File: src/rtl/mac_operand_loader.sv
// Pairs host strobe bytes into (A,B) operands, queues them in a show-ahead FIFO and
// issues them to the MAC over valid/ready; also sequences host CLEAR/ERRCLR commands.
module mac_operand_loader #(
    parameter int WIDTH = 8,
    parameter int DEPTH = 4,
    parameter int CNT_W = 8
) (
    input  logic             clk,
    input  logic             rst_n,
    input  logic [WIDTH-1:0] in_data,
    input  logic             in_strobe,
    input  logic             in_mode,
    output logic [WIDTH-1:0] mac_a,
    output logic [WIDTH-1:0] mac_b,
    output logic             mac_valid,
    input  logic             mac_ready,
    output logic             mac_clr,
    output logic             busy,
    output logic             full,
    output logic             err,
    output logic [CNT_W-1:0] op_count
);

    localparam int AW = $clog2(DEPTH);
    localparam logic [WIDTH-1:0] CMD_CLEAR  = WIDTH'(1);
    localparam logic [WIDTH-1:0] CMD_ERRCLR = WIDTH'(2);

    typedef enum logic [1:0] {
        WAIT_A,
        WAIT_B,
        CLR_WAIT
    } state_t;

    state_t           state;
    logic [WIDTH-1:0] a_hold;

    logic strb_s1, strb_s2, strb_s3, byte_evt;

    logic [WIDTH-1:0] mem_a [DEPTH];
    logic [WIDTH-1:0] mem_b [DEPTH];
    logic [AW:0]      wr_ptr, rd_ptr;

    logic empty, full_int, pop, op_evt, cmd_evt, push_req, push, overflow;

    // Strobe is asynchronous: two flops to resolve metastability, a third for the
    // edge history; byte_evt is registered so it lands on the third clk edge.
    // NOTE: sequential state uses non-blocking (<=) so every flop samples pre-edge values.
    always_ff @(posedge clk or negedge rst_n) begin
        if (!rst_n) begin
            strb_s1  <= 1'b0;
            strb_s2  <= 1'b0;
            strb_s3  <= 1'b0;
            byte_evt <= 1'b0;
        end else begin
            strb_s1  <= in_strobe;
            strb_s2  <= strb_s1;
            strb_s3  <= strb_s2;
            byte_evt <= strb_s2 & ~strb_s3;
        end
    end

    assign empty    = (wr_ptr == rd_ptr);
    assign full_int = (wr_ptr[AW] != rd_ptr[AW]) && (wr_ptr[AW-1:0] == rd_ptr[AW-1:0]);
    assign pop      = ~empty & mac_ready;

    assign op_evt   = byte_evt & ~in_mode;
    assign cmd_evt  = byte_evt & in_mode;
    assign push_req = (state == WAIT_B) && op_evt;
    // A full FIFO still accepts the pair when the head leaves in the same cycle.
    assign push     = push_req && (!full_int || pop);
    assign overflow = push_req && full_int && !pop;

    // NOTE: the storage array is reset too, so mac_a/mac_b read 0 the instant rst_n falls.
    always_ff @(posedge clk or negedge rst_n) begin
        if (!rst_n) begin
            wr_ptr <= '0;
            rd_ptr <= '0;
            for (int i = 0; i < DEPTH; i++) begin
                mem_a[i] <= '0;
                mem_b[i] <= '0;
            end
        end else begin
            if (push) begin
                mem_a[wr_ptr[AW-1:0]] <= a_hold;
                mem_b[wr_ptr[AW-1:0]] <= in_data;
                wr_ptr                <= wr_ptr + (AW+1)'(1);
            end
            if (pop) begin
                rd_ptr <= rd_ptr + (AW+1)'(1);
            end
        end
    end

    always_ff @(posedge clk or negedge rst_n) begin
        if (!rst_n) begin
            state    <= WAIT_A;
            a_hold   <= '0;
            err      <= 1'b0;
            mac_clr  <= 1'b0;
            op_count <= '0;
        end else begin
            mac_clr <= 1'b0;
            if (pop && (op_count != {CNT_W{1'b1}})) begin
                op_count <= op_count + CNT_W'(1);
            end

            if (state == CLR_WAIT) begin
                // Empty implies nothing in flight, so the clear lands after the last pop.
                if (empty) begin
                    mac_clr  <= 1'b1;
                    op_count <= '0;
                    state    <= WAIT_A;
                end
            end else if (cmd_evt) begin
                if (in_data == CMD_CLEAR) begin
                    a_hold <= '0;
                    state  <= CLR_WAIT;
                end else if (in_data == CMD_ERRCLR) begin
                    err   <= 1'b0;
                    state <= WAIT_A;
                end
            end else if (op_evt) begin
                if (state == WAIT_A) begin
                    a_hold <= in_data;
                    state  <= WAIT_B;
                end else begin
                    if (overflow) begin
                        err <= 1'b1;
                    end
                    state <= WAIT_A;
                end
            end
        end
    end

    assign mac_valid = ~empty;
    assign mac_a     = mem_a[rd_ptr[AW-1:0]];
    assign mac_b     = mem_b[rd_ptr[AW-1:0]];
    assign full      = full_int;
    assign busy      = (state != WAIT_A) || ~empty;

endmodule

File: config.mk
export PLATFORM = sky130hd
export DESIGN_NAME = mac_operand_loader
export DESIGN_NICKNAME = d
export VERILOG_FILES = /design/src/rtl/mac_operand_loader.sv
export SDC_FILE = /design/constraint.sdc
export NUM_CORES = 1
export LEC_CHECK = 0
export ABC_CLOCK_PERIOD_IN_PS = 4800
export CAP_MARGIN = 10
export CORE_MARGIN = 2
export CORE_UTILIZATION = 45
export CTS_BUF_LIST = sky130_fd_sc_hd__clkbuf_8
export CTS_CLUSTER_SIZE = 28
export DETAILED_ROUTE_END_ITERATION = 6
export PLACE_DENSITY = 0.69
export RECOVER_POWER = 100
export SLEW_MARGIN = 25
export SYNTH_ARGS = -nofsm -noshare
export SYNTH_HDL_FRONTEND = slang
export SYNTH_SLANG_ARGS = --single-unit
File: constraint.sdc
create_clock -name clk -period 4.8 [get_ports clk]
set_clock_uncertainty 0.15 [all_clocks]
set_input_delay 0.48 -clock clk [delete_from_list [all_inputs] [get_ports clk]]
set_output_delay 0.48 -clock clk [all_outputs]
set_load 0.01 [all_outputs]
## Word-level counts from Yosys, hierarchy flattened

Cells that the tools add are included.

| word-level totals | value |
|---|---|
| register bits after elaboration | 94 |
| output and inout port bits | 29 |
| word-level logic and storage cells | 101 |

| cells by class | value |
|---|---|
| add/subtract/negate cells | 3 |
| magnitude comparators | 3 |
| equality and inequality tests | 14 |
| multiplexer cells | 32 |
| bitwise operators | 10 |
| reduce and logical (&&, ||, !) cells | 20 |

Operator list:

| cell | count |
|---|---|
| 8-bit 2-to-1 mux | 12 |
| 32-bit bitwise mux | 2 |
| 8-bit binary-select mux with 2-bit select | 2 |
| 8-bit demux with 2-bit select | 1 |
| 2-bit 2-to-1 mux | 6 |
| 1-bit 2-to-1 mux | 9 |
| 8-bit by 1-bit adder with 8-bit output, second input constant | 1 |
| 8-bit by 1-bit == test with 1-bit output, second input constant | 1 |
| 8-bit by 2-bit == test with 1-bit output, second input constant | 1 |
| 8-bit != test, second input constant | 1 |
| 2-bit nonzero test | 4 |
| 1-bit logical AND | 7 |
| 3-bit by 1-bit adder with 3-bit output, second input constant | 2 |
| 3-bit >= comparator, second input constant | 2 |
| 2-bit != test, second input constant | 3 |
| 2-bit inverter with 3-bit output | 2 |
| 6-bit AND reduction | 1 |
| 1-bit bitwise AND | 4 |
| 2-bit by 1-bit != test with 1-bit output, second input constant | 2 |
| 4-bit by 1-bit != test with 1-bit output, second input constant | 1 |
| 1-bit inverter | 4 |
| 4-bit AND reduction | 1 |
| 3-bit == test | 1 |
| 3-bit by 1-bit < comparator with 1-bit output, second input constant | 1 |
| other kinds (9) | 11 |

## Longest topological paths before layout

| depth | value |
|---|---|
| depth after elaboration | 9 |
| depth in mapped cells | 6 |
| gate-level depth less buffers | 5 |

## Worst setup path after synthesis

No wires, ideal clock.

| timing | value |
|---|---|
| kind | input -> register |
| start point | in in_mode |
| end point | reg mem_a[0] in the netlist's numbering |
| arrival | 1877 ps |
| required time | 4525 ps |
| path slack | 2648 ps |
| cell stages on the path | 6 |
| buffers on the path | 2 |
| cells stage by stage | buf_2 nand4bb_1 a41oi_4 nand2_4 buf_6 mux2_4 |

| between the ends | value |
|---|---|
| cells in the longest elaborated chain, start to end | 4 |

RTL lines:

| element | RTL line | source |
|---|---|---|
| start: declaration | 12 | `input logic in_mode,` |
| 1-bit inverter | 66 | `assign op_evt = byte_evt & ~in_mode;` |
| 1-bit bitwise AND | 66 |  |
| 1-bit logical AND | 68 | `assign push_req = (state == WAIT_B) && op_evt;` |
| 1-bit logical AND | 70 | `assign push = push_req && (!full_int \|\| pop);` |
| end signal: indexed assignment | 84 | `mem_a[wr_ptr[AW-1:0]] <= a_hold;` |
| end: declaration | 39 | `logic [WIDTH-1:0] mem_a [DEPTH];` |

Every way passes these cells.
A chain may end at the register's enable or synchronous reset.

## Worst setup path after layout

| timing | value |
|---|---|
| start point | reg rd_ptr[0] |
| end point | reg mem_a[0] in the netlist's numbering |

| between the ends | value |
|---|---|
| cells in the longest elaborated chain, start to end | 5 |
| elaborated cells between the ends (all ways) | 8 |
| classes of those cells | eq/ne (2); bitwise (2); reduce/logical (4) |

RTL lines:

| element | RTL line | source |
|---|---|---|
| start: declaration | 41 | `logic [AW:0] wr_ptr, rd_ptr;` |
| start signal: assignment | 89 | `rd_ptr <= rd_ptr + (AW+1)'(1);` |
| 3-bit == test or 2-bit == test (tied branches) | 62, 63 |  |
| 1-bit inverter or 1-bit logical AND (tied branches) | 64, 63 |  |
| 1-bit bitwise AND or 1-bit zero test (tied branches) | 64, 70 |  |
| 1-bit logical OR * | 70 |  |
| 1-bit logical AND * | 70 |  |

Every way passes the cells marked *; elsewhere a longest branch is shown, timed or not.

==> impl_results.md <==
* Rows at 36
* Clock Root Buffer: clkbuf_8
* Post-Synthesis Cells at 290
* Worst setup SP type: flip-flop
* Synth top area share at 0.5296
* Worst Max-Slew Pin Slew at about 2300 ps
* Clock sinks at 94
* Fill cells at 841
* Minimum clock period at roughly 3800 ps
* DR vias/cell at approximately 5.3
* Port-buffer cells at approximately 40
* CTS tree: built
* Status: complete, but fails checks
* Area delta synth->final at 11.52%
* Final period utilization at 0.7984
* Vias post-DR at approximately 2500
* Syn_nets at roughly 310
* Crit path depth at 5
* Max Buffers Root-to-Sink at 2
* Total CTS buffers at 9
* Cell taking the most area after synthesis: dfrtp_1
* Clock transition at path regs at ~90 ps
* CP arrival at between 3000 and 4000 ps
* Max_slew headroom at -0.5550
* Postcts setup bufs at 0
* Crit path from: rd_ptr[0]
* Leak pwr at about 2.3 nW
* Synth Register Bits at 94
* CP Buf/Inv Count at 1
* Post-DP HPWL at 5398 um
* Main synth FF type: dfrtp_1
* Number of max-cap violations at 1
* Starting Density at 0.4587
* Setup-failing EPs final at 0
* Async S/R FF share, synth at 1.000
* H-tree depth at 3
* Proportion of layout cells with a drive suffix above 1 at 0.1899
* Post-synth EDFFs at 0
* FF-to-FF Start: rd_ptr[0]
* Total DRC errors in the routed layout at 0
* Reg2Reg Depth at 5
* First-pass GRT wire length at 13910 um
* Area contributors post-synth: dfrtp_1 (53%), mux2_4 (13%), mux4_2 (7.6%), mux2_2 (6.3%), ha_1 (1.7%)
* Worst Path Required at between 4000 and 5000 ps
* CP cell instances: clkbuf_1, xnor2_2, a41oi_1, nand2_4, mux2_1
* Final setup TNS at 0 ps
* Final nets at 351
* Grt ovf at 0
* Antenna violations before repair at 0
* Slew Limit Fails at 44
* Cts hold-fix bufs at 1
* DRT Wirelength at a little over 8000 um
* Critical path's slowest cell: a41oi_1
* Routed Antenna Nets at 0
* Post-CTS Resized at 0
* Syn avg cell area at roughly 15 sq um
* Drt pass-1 iters at 4
* Sequential-to-total area share from yosys stat at 0.5296
* Worst hold path class: reg2reg
* RSZ-0062 raised after global routing: no
* Vias in the first global route at 2598
* CP max FO at 17
* CP endpoint: mem_a[0]
* Fmax at about 0.26 GHz
* Worst skew pair latency at 360 ps
* Wire length per cell after detailed routing at between 15 and 20 um
* Placer Congestion at 0.7908
* Top Family by Delay on Critical Path: compound AO/OA/AOI/OAI gates
* Final Hold Slack at roughly 200 ps
* Largest net degree at the start of global routing at between 50 and 60
* R2R setup slack at a little under 1000 ps
* Number of antenna diodes at 0
* Die width at between 100 and 150 um
* Core area at ~0.0097 sq mm
* Total track usage at 0.1733
* Setup CP Type: reg2reg
* DRT iter0 DRCs at just over 90
* Die H at 103.4 um
* Failing checks: max-capacitance violations, max-slew violations
* Worst R2R End: mem_a[0]
* Die area at around 0.011 sq mm
* Pwr/cell area at 605.3 mW/mm^2
* Post-synthesis cell area at about 0.0044 sq mm
* Ys Warns at 0
* CP endpoint kind: flip-flop
* Worst VDD drop at approximately 0.00025 V
* Final Hold Viols at 0
* Count of different cell masters after synthesis at 51
* Num ports at 42
* Worst path max stage delay at approximately 1000 ps
where the power goes:
group / switching, mW / leakage (nW) / internal, mW
logic: 0.467 / 0.995 / 0.657
registers: 0.288 / 1.21 / 1.11
clock network: 0.285 / 0.0928 / 0.190
cell families after synthesis:
kind of cell	share of synthesized area
muxes	0.2817
AOI/OAI and AO/OA	0.06366
buffers and inverters	0.02761
xor gates and xnor gates	0.02113
DFF	0.5296
adders and majority gates	0.01690
and+or+nand+nor	0.05944
synthesized netlist by cell type, drive strengths merged, types with 2 or more instances:
cell type and count:
xnor2 8, o21ai 6, mux2 64, nor3 5
a21oi 3, nand4 3, o31ai 3, nand2 13
nand2b 2, buf 9, inv 7, ha 6
mux4 16, nor2 4, nand3 2, dfrtp 94
nor4 3, a31oi 2, a22o 8, o221ai 3
clkbuf 5, a31o 2, mux2i 2
cells in the final DEF, fill, tap and decap left out, types with 3 or more instances in the layout:
cell type and n:
clkdlybuf4s50_1 10, mux4_2 15, nand4_1 3, nor4_1 3, nor2_1 4, dfrtp_1 94, nand2_4 4, ha_1 6
o221ai_1 3, inv_1 9, nor3_1 5, o21ai_0 6, mux2_1 39, clkbuf_8 9, o31ai_1 3, mux2_2 25
xnor2_1 6, a22o_1 8, nand2_1 9, dlygate4sd3_1 31, a21oi_1 3
worst min path at each step:
| stage | cells after the start | start | end |
|---|---|---|---|
| after global placement | 0 | strb_s1 | strb_s2 |
| after detailed placement | 0 | strb_s1 | strb_s2 |
| after floorplan | 0 | rst_n | a_hold[0] |
| after CTS | 0 | strb_s1 | strb_s2 |
| final | 0 | strb_s1 | strb_s2 |
| after global routing | 0 | strb_s1 | strb_s2 |
layer usage:
layer  share of wire  GRT usage  up-vias
met5               0          0        -
met4          0.0090    0.04656        0
met3           0.030    0.04234        6
li1                -          -     1173
met2            0.47     0.2576       35
met1            0.49     0.2560     1300
per-stage QoR:
stage | instance area (sq um) | util | power [mW] | worst slack [ps] | cells
CTS | 5126 | 0.5293 | 3.232 | 1308 | 470
global placement | 4942 | 0.5103 | 2.711 | 1762 | 453
global route | 4954 | 0.5115 | 3.222 | 611.4 | 470
floorplan | 4442 | - | 2.242 | 2648 | 290
detailed placement | 4942 | 0.5103 | 2.747 | 1719 | 453
finish | 4954 | 0.5115 | 2.998 | 967.5 | 470
layout make-up:
class | count | area, sq um | area share
clock buffer | 9 | 123.9 | 0.02501
inverter | 7 | 26.28 | 0.005304
clock inverter | 7 | 50.05 | 0.01010
tap | 133 | 166.4 | 0.03359
sequential | 94 | 2352 | 0.4749
multi-input combinational | 175 | 1802 | 0.3637
timing repair buffer | 45 | 432.9 | 0.08740
sequential cells by signal, indices dropped and copies added, names as in the netlist:
register	flops
err	1
state	2
mac_clr	1
strb_s3	1
strb_s1	1
mem_a	32
wr_ptr	3
rd_ptr	3
mem_b	32
byte_evt	1
op_count	8
a_hold	8
strb_s2	1
(Power assumes the default switching activity.)
==> edit, RTL diff (config.mk and constraints unchanged) <==
Re-encode `state_t` (3 states) as one-hot, 3 bits wide.
--- a/src/rtl/mac_operand_loader.sv
+++ b/src/rtl/mac_operand_loader.sv
@@ -25,10 +25,10 @@
     localparam logic [WIDTH-1:0] CMD_CLEAR  = WIDTH'(1);
     localparam logic [WIDTH-1:0] CMD_ERRCLR = WIDTH'(2);
 
-    typedef enum logic [1:0] {
-        WAIT_A,
-        WAIT_B,
-        CLR_WAIT
+    typedef enum logic [2:0] {
+        WAIT_A   = 3'b001,
+        WAIT_B   = 3'b010,
+        CLR_WAIT = 3'b100
     } state_t;
 
     state_t           state;
Function: same outputs for any inputs over 10 cycles, from zero or initial values and one cycle with rst_n low; not proved beyond that.
==> edit against the unedited design <==
The run still ends with capacitance limit, slew limit left; sequential cell count grew 1; area after synthesis fell by 1.0%; sequential share of layout area shrank 0.85 points; routed wire length fell by 1.3%; non-clock buffer count up 3; critical endpoint is now mac_b[0]; final cell count is 4.3% higher; synthesized cell count is 4.5% higher; power is 9.8% lower; maximum frequency up 2.5%; worst setup slack better by 94 ps; design area up 3.0%; clock power up 9.9%; core utilization increased by 1.8 points.
==> edit: results (changes against the unedited design) <==
[route]
met3_length_um=227  ; -7.7%
viasPerCell=5.27  ; -1.5%
drt-met1-wl_mm=3.77  ; -6.9%
highest-signal-layer=met4
wl_mm=8.20  ; -1.3%
met2WireLength_mm=4.12  ; +4.5%
drt_iter0_markers=128  ; +39%
dr.pass1.iters=5  ; +1

[timing]
fmaxAchievable_mhz=267  ; +2.5%
drv_slew=47  ; +6.8%
relSlewSlack_pct=-60.0  ; -4.5 points

[logic_synthesis]
ys_types=44  ; -14%
synthFlopType=dfrtp_1
synth_fp_nets=322  ; +4.2%
synthTopCellsByArea=dfrtp_1 54%, mux2_2 19%, mux4_2 7.2%, ha_1 1.7%, mux2i_1 1.6%
synthArstFlopShare_pct=100  ; unchanged
synthTopCellsByCount=94 x dfrtp_1, 73 x mux2_2, 17 x nand2_1, 14 x mux4_2, 10 x inv_1
syn_avg_cell_area_um2=14.5  ; -5.3%
synth-seq-area-share_pct=54.1  ; +1.1 points
yosysWarnings=0  ; unchanged

[critical_path]
critPathArrivalTime_ps=3110  ; -810 ps
reg2reg_slack_ps=1500  ; +530 ps
reg2reg_depth=5  ; unchanged
reg2reg_to=mem_b[16]
critPathMaxFanout=11  ; -6
r2r-start=rd_ptr[0]

[cts]
cts_buffers=9  ; unchanged
path_clk_slew_ps=90  ; about the same
clkLatencyLatePin_ps=350
htree_num_levels=3  ; unchanged
root_buffer=clkbuf_8
clockBufferDepth=2  ; unchanged
post-cts-setup-buffers=0  ; unchanged

[final_layout]
finalNonFillerCells=490  ; +4.3%
top_regs=mem_a (32), mem_b (32)
drive_gt1_share_pct=30.8  ; +12 points
nNetsFinal=371  ; +5.7%
antenna_cells=0  ; unchanged

[grt]
grt_pass1_vias=2618  ; +0.77%
grt_pass1_wl_mm=13.7  ; -1.7%
grt_max_degree=51  ; -3.8%
antenna_found_initial=0  ; unchanged
grtUsageTotal_pct=17.1  ; -0.19 points

[power]
vdd.ir_drop.worst_mv=0.240  ; -5.5%
p_leak_nw=2.38  ; +3.7%

[hold_path]
hp-class=reg -> reg
hold_depth=0  ; unchanged
holdPathEnd=strb_s2

[place]
gp_congestion=0.804  ; +1.6%
dp_cells=473  ; +4.4%
dpl.hpwl_mm=5.57  ; +3.1%
io_buffer_count=41  ; unchanged

[job]
cap_violations=1  ; unchanged

[status]
run_status=finished, violations left
violations=capacitance limit, slew limit

==> edit: changes by cell type after synthesis, moves of 4 or more <==
cell,unedited run,this run
a22o_1,8,0
o21ai_0,5,1
mux2_2,25,73
nand2_4,4,0
nand2_1,9,17
nor2b_1,1,8
mux2_4,39,0
mux2i_1,2,7
==> edit: power by group <==
part,internal [mW],leakage [nW],switching (mW)
Sequential,1.05,1.26,0.222
Clock,0.253,0.102,0.269
Combinational,0.517,1.02,0.396
Total,1.82,2.38,0.887
==> edit: kinds of logic (layout without fill, tap and decap cells) <==
kind of cell | Yosys count | in the layout | synth area share (%)
muxes | 96 | 96 | 28.7
DFF | 95 | 95 | 54.1
and+or+nand+nor | 64 | 64 | 8.85
buffers and inverters | 20 | 74 | 2.59
AOI/OAI and AO/OA | 12 | 12 | 2.11
xor gates and xnor gates | 10 | 10 | 1.99
adders and majority gates | 6 | 6 | 1.71
==> edit: how the worst max path moves through the flow <==
stage / startpoint / endpoint / cells past startpoint
finish: rd_ptr[0] / mac_b[0] / 3
global route: rd_ptr[0] / mac_b[0] / 3
CTS: rd_ptr[0] / mac_b[0] / 3
detailed placement: in_mode / mem_b[7] / 5
global placement: in_mode / mem_b[5] / 5
floorplan: rd_ptr[1] / mem_b[10] / 6
==> edit: through the flow <==
stage / hold slack [ps] / utilization, % / cell area [um^2] / power, mW
5_1_grt: 227 / 52.9 / 5100 / 2.90
6_report: 211 / 52.9 / 5100 / 2.70
3_5_place_dp: 186 / 51.2 / 4940 / 2.28
3_3_place_gp: 188 / 51.2 / 4940 / 2.25
2_1_floorplan: 34.4 / - / 4400 / 1.88
4_1_cts: 218 / 53.4 / 5150 / 2.81
==> edit: what timing repair did <==
| action | in CTS | in global routing |
|---|---|---|
| endpoints found under the hold margin | 37 | 0 |
| hold buffers | 1 | 0 |
| gates resized for setup | 0 | 0 |
==> edit: critical path, cell delays in order, from the launching register on <==
cell and delay, ps:
dfrtp_1 770, clkbuf_1 690, mux4_1 670, dlygate4sd3_1 630
==> edit: per-layer routing <==
metal | global-route usage, % | vias to the layer above
met5 | 0 | -
met4 | 4.86 | 0
met3 | 3.93 | 6
met2 | 26.5 | 41
met1 | 24.6 | 1326
li1 | - | 1208
==> edit: final cells by class <==
type / count / area [um^2]
multi-input combinational: 188 / 1870
timing repair buffer: 48 / 444
fill: 879 / 4540
clock buffer: 10 / 138
sequential: 95 / 2380
tap: 133 / 166
inverter: 10 / 37.5
clock inverter: 6 / 61.3
